===== config.mk =====
export PLATFORM = sky130hd
export DESIGN_NAME = stage_envelope_generator_flat
export DESIGN_NICKNAME = d
export VERILOG_FILES = /design/src/rtl/stage_envelope_generator_if.sv /design/src/rtl/stage_envelope_generator.sv /design/src/flat_wrapper.sv
export SDC_FILE = /design/constraint.sdc
export NUM_CORES = 2
export LEC_CHECK = 0
export ABC_AREA = 1
export BUFFER_PORTS_ARGS = -buffer_cell sky130_fd_sc_hd__buf_2
export CAP_MARGIN = 20
export CORE_ASPECT_RATIO = 1.2
export CORE_UTILIZATION = 50
export DETAILED_ROUTE_END_ITERATION = 12
export MAX_ROUTING_LAYER = met4
export PLACE_DENSITY = 0.7
export SLEW_MARGIN = 40
export SYNTH_ARGS = -nofsm -noshare
export SYNTH_HDL_FRONTEND = slang
export SYNTH_SLANG_ARGS = --single-unit

===== constraint.sdc =====
create_clock -name i_Clock -period 5.8 [get_ports i_Clock]
set_input_delay 0.29 -clock i_Clock [delete_from_list [all_inputs] [get_ports i_Clock]]
set_output_delay 0.29 -clock i_Clock [all_outputs]
set_load 0.01 [all_outputs]

===== src/rtl/stage_envelope_generator_if.sv =====
// Shared types and the sample/config bus of the envelope stage.
// The master side drives the incoming sample, the sideband and the
// config writes, and receives the enveloped sample.

package stage_envelope_generator_pkg;
  typedef logic [3:0] VoiceOperatorID_t;
  typedef logic [7:0] AlgorithmWord_t;
endpackage

interface stage_envelope_generator_if;
  import stage_envelope_generator_pkg::*;

  VoiceOperatorID_t   i_VoiceOperator;
  AlgorithmWord_t     i_AlgorithmWord;
  logic               i_NoteOn;
  logic signed [15:0] i_Waveform;
  logic               i_ConfigWriteEnable;
  VoiceOperatorID_t   i_ConfigSlot;
  logic [1:0]         i_ConfigParam;
  logic [15:0]        i_ConfigData;

  VoiceOperatorID_t   o_VoiceOperator;
  AlgorithmWord_t     o_AlgorithmWord;
  logic               o_NoteOn;
  logic signed [15:0] o_Waveform;
  logic [15:0]        o_Level;

  modport master (
    output i_VoiceOperator, i_AlgorithmWord, i_NoteOn, i_Waveform,
           i_ConfigWriteEnable, i_ConfigSlot, i_ConfigParam, i_ConfigData,
    input  o_VoiceOperator, o_AlgorithmWord, o_NoteOn, o_Waveform, o_Level
  );

  modport slave (
    input  i_VoiceOperator, i_AlgorithmWord, i_NoteOn, i_Waveform,
           i_ConfigWriteEnable, i_ConfigSlot, i_ConfigParam, i_ConfigData,
    output o_VoiceOperator, o_AlgorithmWord, o_NoteOn, o_Waveform, o_Level
  );
endinterface


===== src/rtl/stage_envelope_generator.sv =====
// Per-slot ADSR envelope stage. Each incoming sample updates the envelope
// of its slot (read-modify-write in one cycle), the sample is scaled by the
// new level, and everything leaves exactly three cycles after it entered.

module stage_envelope_generator
  import stage_envelope_generator_pkg::*;
#(
  parameter int NUM_SLOTS   = 2**$bits(VoiceOperatorID_t),
  parameter int LEVEL_WIDTH = 16
) (
  input logic                      i_Clock,
  input logic                      i_Reset_n,
  stage_envelope_generator_if.slave bus
);

  localparam logic [LEVEL_WIDTH-1:0] LEVEL_MAX = '1;
  localparam int PROD_WIDTH = 16 + LEVEL_WIDTH + 1;

  typedef enum logic [2:0] {
    ST_IDLE,
    ST_ATTACK,
    ST_DECAY,
    ST_SUSTAIN,
    ST_RELEASE
  } env_state_t;

  env_state_t             state_mem     [NUM_SLOTS];
  logic [LEVEL_WIDTH-1:0] level_mem     [NUM_SLOTS];
  logic                   prev_note_mem [NUM_SLOTS];
  logic [LEVEL_WIDTH-1:0] ar_mem        [NUM_SLOTS];
  logic [LEVEL_WIDTH-1:0] dr_mem        [NUM_SLOTS];
  logic [LEVEL_WIDTH-1:0] sl_mem        [NUM_SLOTS];
  logic [LEVEL_WIDTH-1:0] rr_mem        [NUM_SLOTS];

  env_state_t             cur_state;
  env_state_t             next_state;
  logic [LEVEL_WIDTH-1:0] cur_level;
  logic [LEVEL_WIDTH-1:0] next_level;
  logic [LEVEL_WIDTH-1:0] cur_ar;
  logic [LEVEL_WIDTH-1:0] cur_dr;
  logic [LEVEL_WIDTH-1:0] cur_sl;
  logic [LEVEL_WIDTH-1:0] cur_rr;
  logic                   cur_prev;
  logic [LEVEL_WIDTH:0]   attack_sum;
  logic [LEVEL_WIDTH:0]   decay_diff;

  VoiceOperatorID_t       vo_s1;
  AlgorithmWord_t         alg_s1;
  logic                   note_s1;
  logic signed [15:0]     wave_s1;
  logic [LEVEL_WIDTH-1:0] level_s1;

  VoiceOperatorID_t       vo_s2;
  AlgorithmWord_t         alg_s2;
  logic                   note_s2;
  logic [LEVEL_WIDTH-1:0] level_s2;
  logic signed [PROD_WIDTH-1:0] product_s2;

  logic signed [PROD_WIDTH-1:0] wave_ext;
  logic signed [PROD_WIDTH-1:0] level_ext;
  logic signed [PROD_WIDTH-1:0] product_full;
  logic                         unused_product_bits;

  // Next envelope state/level for the slot currently presented; edge events on NoteOn win over the per-state ramp.
  always_comb begin
    cur_state  = state_mem[bus.i_VoiceOperator];
    cur_level  = level_mem[bus.i_VoiceOperator];
    cur_prev   = prev_note_mem[bus.i_VoiceOperator];
    cur_ar     = ar_mem[bus.i_VoiceOperator];
    cur_dr     = dr_mem[bus.i_VoiceOperator];
    cur_sl     = sl_mem[bus.i_VoiceOperator];
    cur_rr     = rr_mem[bus.i_VoiceOperator];
    attack_sum = {1'b0, cur_level} + {1'b0, cur_ar};
    decay_diff = {1'b0, cur_level} - {1'b0, cur_dr};
    next_state = cur_state;
    next_level = cur_level;
    if (bus.i_NoteOn && !cur_prev) begin
      next_state = ST_ATTACK;
    end else if (!bus.i_NoteOn && cur_prev) begin
      next_state = ST_RELEASE;
    end else begin
      case (cur_state)
        ST_ATTACK: begin
          if (attack_sum[LEVEL_WIDTH] || (attack_sum[LEVEL_WIDTH-1:0] == LEVEL_MAX)) begin
            next_level = LEVEL_MAX;
            next_state = ST_DECAY;
          end else begin
            next_level = attack_sum[LEVEL_WIDTH-1:0];
          end
        end
        ST_DECAY: begin
          if ((cur_level <= cur_sl) || decay_diff[LEVEL_WIDTH] ||
              (decay_diff[LEVEL_WIDTH-1:0] <= cur_sl)) begin
            next_level = cur_sl;
            next_state = ST_SUSTAIN;
          end else begin
            next_level = decay_diff[LEVEL_WIDTH-1:0];
          end
        end
        ST_SUSTAIN: begin
          next_level = cur_level;
        end
        ST_RELEASE: begin
          if (cur_level <= cur_rr) begin
            next_level = '0;
            next_state = ST_IDLE;
          end else begin
            next_level = cur_level - cur_rr;
          end
        end
        default: begin
          next_level = '0;
        end
      endcase
    end
  end

  // Write back the evaluated slot's envelope; all other slots are untouched.
  always_ff @(posedge i_Clock or negedge i_Reset_n) begin
    if (!i_Reset_n) begin
      for (int s = 0; s < NUM_SLOTS; s++) begin
        state_mem[s]     <= ST_IDLE;
        level_mem[s]     <= '0;
        prev_note_mem[s] <= 1'b0;
      end
    end else begin
      state_mem[bus.i_VoiceOperator]     <= next_state;
      level_mem[bus.i_VoiceOperator]     <= next_level;
      prev_note_mem[bus.i_VoiceOperator] <= bus.i_NoteOn;
    end
  end

  // Config registers; a write lands on the edge, so the same-cycle evaluation still sees the old value.
  always_ff @(posedge i_Clock or negedge i_Reset_n) begin
    if (!i_Reset_n) begin
      for (int s = 0; s < NUM_SLOTS; s++) begin
        ar_mem[s] <= '0;
        dr_mem[s] <= '0;
        sl_mem[s] <= '0;
        rr_mem[s] <= '0;
      end
    end else if (bus.i_ConfigWriteEnable) begin
      case (bus.i_ConfigParam)
        2'd0:    ar_mem[bus.i_ConfigSlot] <= bus.i_ConfigData;
        2'd1:    dr_mem[bus.i_ConfigSlot] <= bus.i_ConfigData;
        2'd2:    sl_mem[bus.i_ConfigSlot] <= bus.i_ConfigData;
        default: rr_mem[bus.i_ConfigSlot] <= bus.i_ConfigData;
      endcase
    end
  end

  // Stage 1: capture the sample, the freshly computed level and the sideband.
  always_ff @(posedge i_Clock or negedge i_Reset_n) begin
    if (!i_Reset_n) begin
      vo_s1    <= '0;
      alg_s1   <= '0;
      note_s1  <= 1'b0;
      wave_s1  <= '0;
      level_s1 <= '0;
    end else begin
      vo_s1    <= bus.i_VoiceOperator;
      alg_s1   <= bus.i_AlgorithmWord;
      note_s1  <= bus.i_NoteOn;
      wave_s1  <= bus.i_Waveform;
      level_s1 <= next_level;
    end
  end

  // Level is treated as a non-negative signed factor so the product keeps the sample's sign.
  assign wave_ext     = {{(LEVEL_WIDTH + 1){wave_s1[15]}}, wave_s1};
  assign level_ext    = {{17{1'b0}}, level_s1};
  assign product_full = wave_ext * level_ext;

  // Stage 2: register the full-precision product alongside the delayed sideband.
  always_ff @(posedge i_Clock or negedge i_Reset_n) begin
    if (!i_Reset_n) begin
      vo_s2      <= '0;
      alg_s2     <= '0;
      note_s2    <= 1'b0;
      level_s2   <= '0;
      product_s2 <= '0;
    end else begin
      vo_s2      <= vo_s1;
      alg_s2     <= alg_s1;
      note_s2    <= note_s1;
      level_s2   <= level_s1;
      product_s2 <= product_full;
    end
  end

  // Dropping the low bits is an arithmetic shift with floor rounding; the top bit is only sign extension.
  assign unused_product_bits = ^{product_s2[PROD_WIDTH-1], product_s2[LEVEL_WIDTH-1:0]};

  // Stage 3: registered outputs toward the operator mixer.
  always_ff @(posedge i_Clock or negedge i_Reset_n) begin
    if (!i_Reset_n) begin
      bus.o_VoiceOperator <= '0;
      bus.o_AlgorithmWord <= '0;
      bus.o_NoteOn        <= 1'b0;
      bus.o_Waveform      <= '0;
      bus.o_Level         <= '0;
    end else begin
      bus.o_VoiceOperator <= vo_s2;
      bus.o_AlgorithmWord <= alg_s2;
      bus.o_NoteOn        <= note_s2;
      bus.o_Waveform      <= product_s2[LEVEL_WIDTH+15:LEVEL_WIDTH];
      bus.o_Level         <= level_s2;
    end
  end

endmodule


===== src/flat_wrapper.sv =====
// flat-port wrapper written by rule: the top's interface ports become plain ports
module stage_envelope_generator_flat import stage_envelope_generator_pkg::*;
#(
  parameter int NUM_SLOTS   = 2**$bits(VoiceOperatorID_t),
  parameter int LEVEL_WIDTH = 16
)
  (i_Clock, i_Reset_n, bus_i_VoiceOperator, bus_i_AlgorithmWord, bus_i_NoteOn, bus_i_Waveform, bus_i_ConfigWriteEnable, bus_i_ConfigSlot, bus_i_ConfigParam, bus_i_ConfigData, bus_o_VoiceOperator, bus_o_AlgorithmWord, bus_o_NoteOn, bus_o_Waveform, bus_o_Level);
  stage_envelope_generator_if bus_i ();
  input logic i_Clock;
  input logic i_Reset_n;
  input wire logic [$bits(bus_i.i_VoiceOperator)-1:0] bus_i_VoiceOperator;
  input wire logic [$bits(bus_i.i_AlgorithmWord)-1:0] bus_i_AlgorithmWord;
  input wire logic [$bits(bus_i.i_NoteOn)-1:0] bus_i_NoteOn;
  input wire logic [$bits(bus_i.i_Waveform)-1:0] bus_i_Waveform;
  input wire logic [$bits(bus_i.i_ConfigWriteEnable)-1:0] bus_i_ConfigWriteEnable;
  input wire logic [$bits(bus_i.i_ConfigSlot)-1:0] bus_i_ConfigSlot;
  input wire logic [$bits(bus_i.i_ConfigParam)-1:0] bus_i_ConfigParam;
  input wire logic [$bits(bus_i.i_ConfigData)-1:0] bus_i_ConfigData;
  output wire logic [$bits(bus_i.o_VoiceOperator)-1:0] bus_o_VoiceOperator;
  output wire logic [$bits(bus_i.o_AlgorithmWord)-1:0] bus_o_AlgorithmWord;
  output wire logic [$bits(bus_i.o_NoteOn)-1:0] bus_o_NoteOn;
  output wire logic [$bits(bus_i.o_Waveform)-1:0] bus_o_Waveform;
  output wire logic [$bits(bus_i.o_Level)-1:0] bus_o_Level;
  assign bus_i.i_VoiceOperator = bus_i_VoiceOperator;
  assign bus_i.i_AlgorithmWord = bus_i_AlgorithmWord;
  assign bus_i.i_NoteOn = bus_i_NoteOn;
  assign bus_i.i_Waveform = bus_i_Waveform;
  assign bus_i.i_ConfigWriteEnable = bus_i_ConfigWriteEnable;
  assign bus_i.i_ConfigSlot = bus_i_ConfigSlot;
  assign bus_i.i_ConfigParam = bus_i_ConfigParam;
  assign bus_i.i_ConfigData = bus_i_ConfigData;
  assign bus_o_VoiceOperator = bus_i.o_VoiceOperator;
  assign bus_o_AlgorithmWord = bus_i.o_AlgorithmWord;
  assign bus_o_NoteOn = bus_i.o_NoteOn;
  assign bus_o_Waveform = bus_i.o_Waveform;
  assign bus_o_Level = bus_i.o_Level;
  stage_envelope_generator #(.NUM_SLOTS(NUM_SLOTS), .LEVEL_WIDTH(LEVEL_WIDTH)) u_core (.i_Clock(i_Clock), .i_Reset_n(i_Reset_n), .bus(bus_i));
endmodule

==> impl_metrics.yaml <==
status:
  outcome: "finished with violations"
  violations: "negative hold slack"
setup_path:
  slowest_stage: "fa_1"
  criticalPathCategory: "flip-flop to flip-flop"
  start_kind: "flip-flop"
  crit_fanout: 11
  ff2ff_path_depth: 21
  crit_chain: "buf_4, nand2_1, inv_1, fa_1, inv_1, fa_1, inv_1, fa_1, inv_1, fa_1, fa_1, fa_1, inv_1, ha_1, nand2_1, inv_1, a21oi_2, o31ai_1, nand2_1, o2111ai_1, xor2_1"
  slowest_delay_ns: 0.55
  path_depth: 21
  cp.buffers_inverters: 7
  ff2ff_setup_slack_ns: 0.22
  worst_ep_arrival_time_ns: 6.23
  startpoint: "u_core.level_s1[13]"
  cp-end-kind: "flip-flop"
  path_delay_family: "adder cells"
  r2r-end: "u_core.product_s2[27]"
  crit_required_ns: 6.44
  r2r-start: "u_core.level_s1[13]"
  endpoint: "u_core.product_s2[27]"
power:
  max-vdd-ir-drop_uv: 302
  p_per_area_nw_per_um2: 323
  finalPower_mw: 26.8
  power.leakage_nw: 40.9
route:
  wl_met3_um: 17600
  wirelength_um: 227000
  vias: 61700
  wl_met1_um: 91200
  ant_nets: 0
  drtIter0Drc: 7046
  wl_per_cell_um: 21.5
  routed.top_layer: "met4"
  drc: 0
  wl_met2_um: 107000
  vias_per_cell: 5.84
  firstDrtPassIters: 6
layout:
  nFillCells: 12900
  instances_no_fill: 10600
  postLayoutCellArea_um2: 83000
  final_common_cell: "nand2_1"
  final_cell_mix: "2,663 x nand2_1, 1,462 x dfrtp_1, 1,034 x o21ai_0"
  nets: 8952
  drive_gt1_share_pct: 10.1
  syn_to_final_growth_pct: 12.8
hold_path:
  min_path_type: "input pin to flip-flop"
  whs_path_depth: 4
clock_tree:
  clk_pin_slew_worst_paths_ns: 0.06
  numCtsBuffers: 150
  cts_tree: "done"
  insertion_delay_ns: 0.82
  cts_max_level: 4
  cts-root-buf: "clkbuf_16"
  clkSinkCount: 1479
  clock_path_buffers: 3
grt:
  grt_use_total_pct: 31.4
  grt_max_degree: 158
  antenna_found_initial: 3
  overflow: 0
  grt_pass1_wl_um: 355000
  first_global_vias: 60400
floorplanning:
  core_area_um2: 145000
  die_h_um: 422
  initial_utilization_pct: 50.6
  die_area_um2: 149000
  die_w_um: 352
  rows: 153
  ios: 99
sta:
  slew_violations: 0
  tns_ns: 0
  max_slew.worst_pin.slew_ns: 0.880
  fin_crit_sh_pct: 96.3
  period_needed_ns: 5.58
  hold_violations: 1
  setup_violations: 0
  rsz0062_at_grt: "yes"
  clock_skew_ns: 0.0318
  slew_headroom_pct: 41.1
  fmax_mhz: 179
  finalHoldWorstSlack_ns: -0.0113
synth:
  synth_edf_count: 0
  synth-main-ff-cell: "dfrtp_1"
  syn_nets: 8926
  synth-warning-count: 0
  async_flop_share_pct: 100
  seq_area_frac_synth_pct: 50.3
  synth_cell_types: 44
  synth_cells: 8482
  synth_seq_cells: 1479
  syn_avg_cell_area_um2: 8.68
  syn_area_um2: 73600
placed_design:
  place_area_um2: 77400
  io_buffers: 98
  dp_cells: 10200
  gp_congestion: 0.996
  dp_hpwl_um: 147000
run:
  cap_violations: 0
-- worst min path at each step --
stage	slack [ns]	endpoint	start
after floorplan	-0.006	u_core.alg_s1[0]	i_Reset_n
after global placement	0.33	u_core.alg_s2[0]	u_core.alg_s1[0]
after detailed placement	0.22	u_core.dr_mem[215]	i_Reset_n
after CTS	0.08	u_core.alg_s1[6]	bus_i_AlgorithmWord[6]
after global routing	0.002	u_core.rr_mem[247]	bus_i_ConfigData[7]
final	-0.01	u_core.rr_mem[247]	bus_i_ConfigData[7]
-- power by group --
| group | leakage (nW) | internal, mW | switching [mW] |
|---|---|---|---|
| combinational | 18.8 | 1.77 | 2.99 |
| clock | 2.46 | 5.67 | 4.18 |
| sequential | 19.7 | 11.5 | 0.682 |
| total | 40.9 | 19.0 | 7.85 |
-- sequential cells by signal, summed over array words and instances, names as in the netlist --
signal                      cells
u_core.alg_s1                   8
u_core.alg_s2                   8
u_core.ar_mem                 256
u_core.bus.o_AlgorithmWord      8
u_core.bus.o_Level             16
u_core.bus.o_NoteOn             1
u_core.bus.o_VoiceOperator      4
u_core.bus.o_Waveform          16
u_core.dr_mem                 256
u_core.level_mem              256
u_core.level_s1                16
u_core.level_s2                16
u_core.note_s1                  1
u_core.note_s2                  1
u_core.prev_note_mem           16
u_core.product_s2              16
u_core.rr_mem                 256
u_core.sl_mem                 256
u_core.state_mem               48
u_core.vo_s1                    4
u_core.vo_s2                    4
u_core.wave_s1                 16
-- what timing repair did --
item	4_1_cts	5_1_grt
hold buffers	32	0
pin swaps	0	2
setup endpoints to repair	3	251
endpoints found under the hold margin	498	0
resized for setup	3	28
setup buffers	0	12
-- worst reg2reg max path, cell delays in order, from the launching register on --
cell       delay (ns)
dfrtp_2          0.52
buf_4            0.24
nand2_1          0.08
inv_1            0.05
fa_1             0.53
inv_1            0.05
fa_1             0.47
inv_1            0.05
fa_1             0.49
inv_1            0.05
fa_1             0.55
fa_1             0.43
fa_1             0.49
inv_1            0.04
ha_1             0.33
nand2_1          0.17
inv_1            0.07
a21oi_2          0.25
o31ai_1          0.15
nand2_1          0.09
o2111ai_1        0.12
xor2_1           0.18
-- routing by layer --
layer  track usage, %  vias to the layer above
li1                 -                    27900
met1             40.5                    30400
met2             49.0                     2753
met3             5.16                      596
met4             14.4                        0
met5                -                        -
-- area by class of cell --
class,count,area [µm²],area share [%]
inverter,569,2150,2.59
sequential,1479,37000,44.6
timing repair buffer,480,4180,5.03
tap,1937,2420,2.92
clock inverter,54,633,0.763
antenna,3,7.51,0.00904
clock buffer,210,4360,5.26
multi-input combinational,5828,32200,38.8
-- stage by stage --
stage	hold slack (ns)	worst slack, ns	utilization (%)
floorplan	-0.00559	0.446	-
finish	-0.0113	0.217	57.1
CTS	0.0753	0.0325	56.8
detailed placement	0.221	-0.0806	53.2
global route	0.00196	-0.0132	57.1
global placement	0.332	-0.102	53.0
-- Yosys cell counts, types with 3 or more instances --
library cell	count	share of area [%]
xor2_1	29	0.35
o21a_1	4	0.041
dfrtp_1	1479	50
buf_1	34	0.17
clkinv_1	19	0.097
o21ai_1	4	0.027
o21bai_1	7	0.071
or2_2	30	0.26
inv_2	6	0.031
nor4_1	36	0.31
o21ai_0	1034	7.0
o211ai_1	3	0.031
buf_6	10	0.15
nor2_1	254	1.3
nor3_1	23	0.16
buf_2	60	0.41
and2_1	4	0.034
buf_4	11	0.11
nor2_2	5	0.043
nand3b_1	6	0.061
inv_1	544	2.8
nand2_2	20	0.17
nor2_4	3	0.046
clkbuf_1	491	2.5
or4_1	21	0.21
nand4_1	32	0.27
ha_1	194	3.3
a22oi_1	648	6.6
a31oi_1	3	0.026
nand2_1	2717	14
fa_1	196	5.3
a21o_1	6	0.061
nand3_1	110	0.75
a21oi_1	415	2.8
xnor2_1	11	0.13
-- cell families (layout without fill, tap and decap cells) --
kind of cell	after synthesis	count (layout)	synth area share [%]
AOI/OAI and AO/OA	2132	2132	16.8
other	0	3	0
xor gates and xnor gates	40	40	0.476
adders and majority gates	390	390	8.63
buffers and inverters	1175	1313	6.25
DFF	1479	1479	50.3
and+or+nand+nor	3266	3266	17.5
Note: power is estimated with default switching activity, not from simulation.
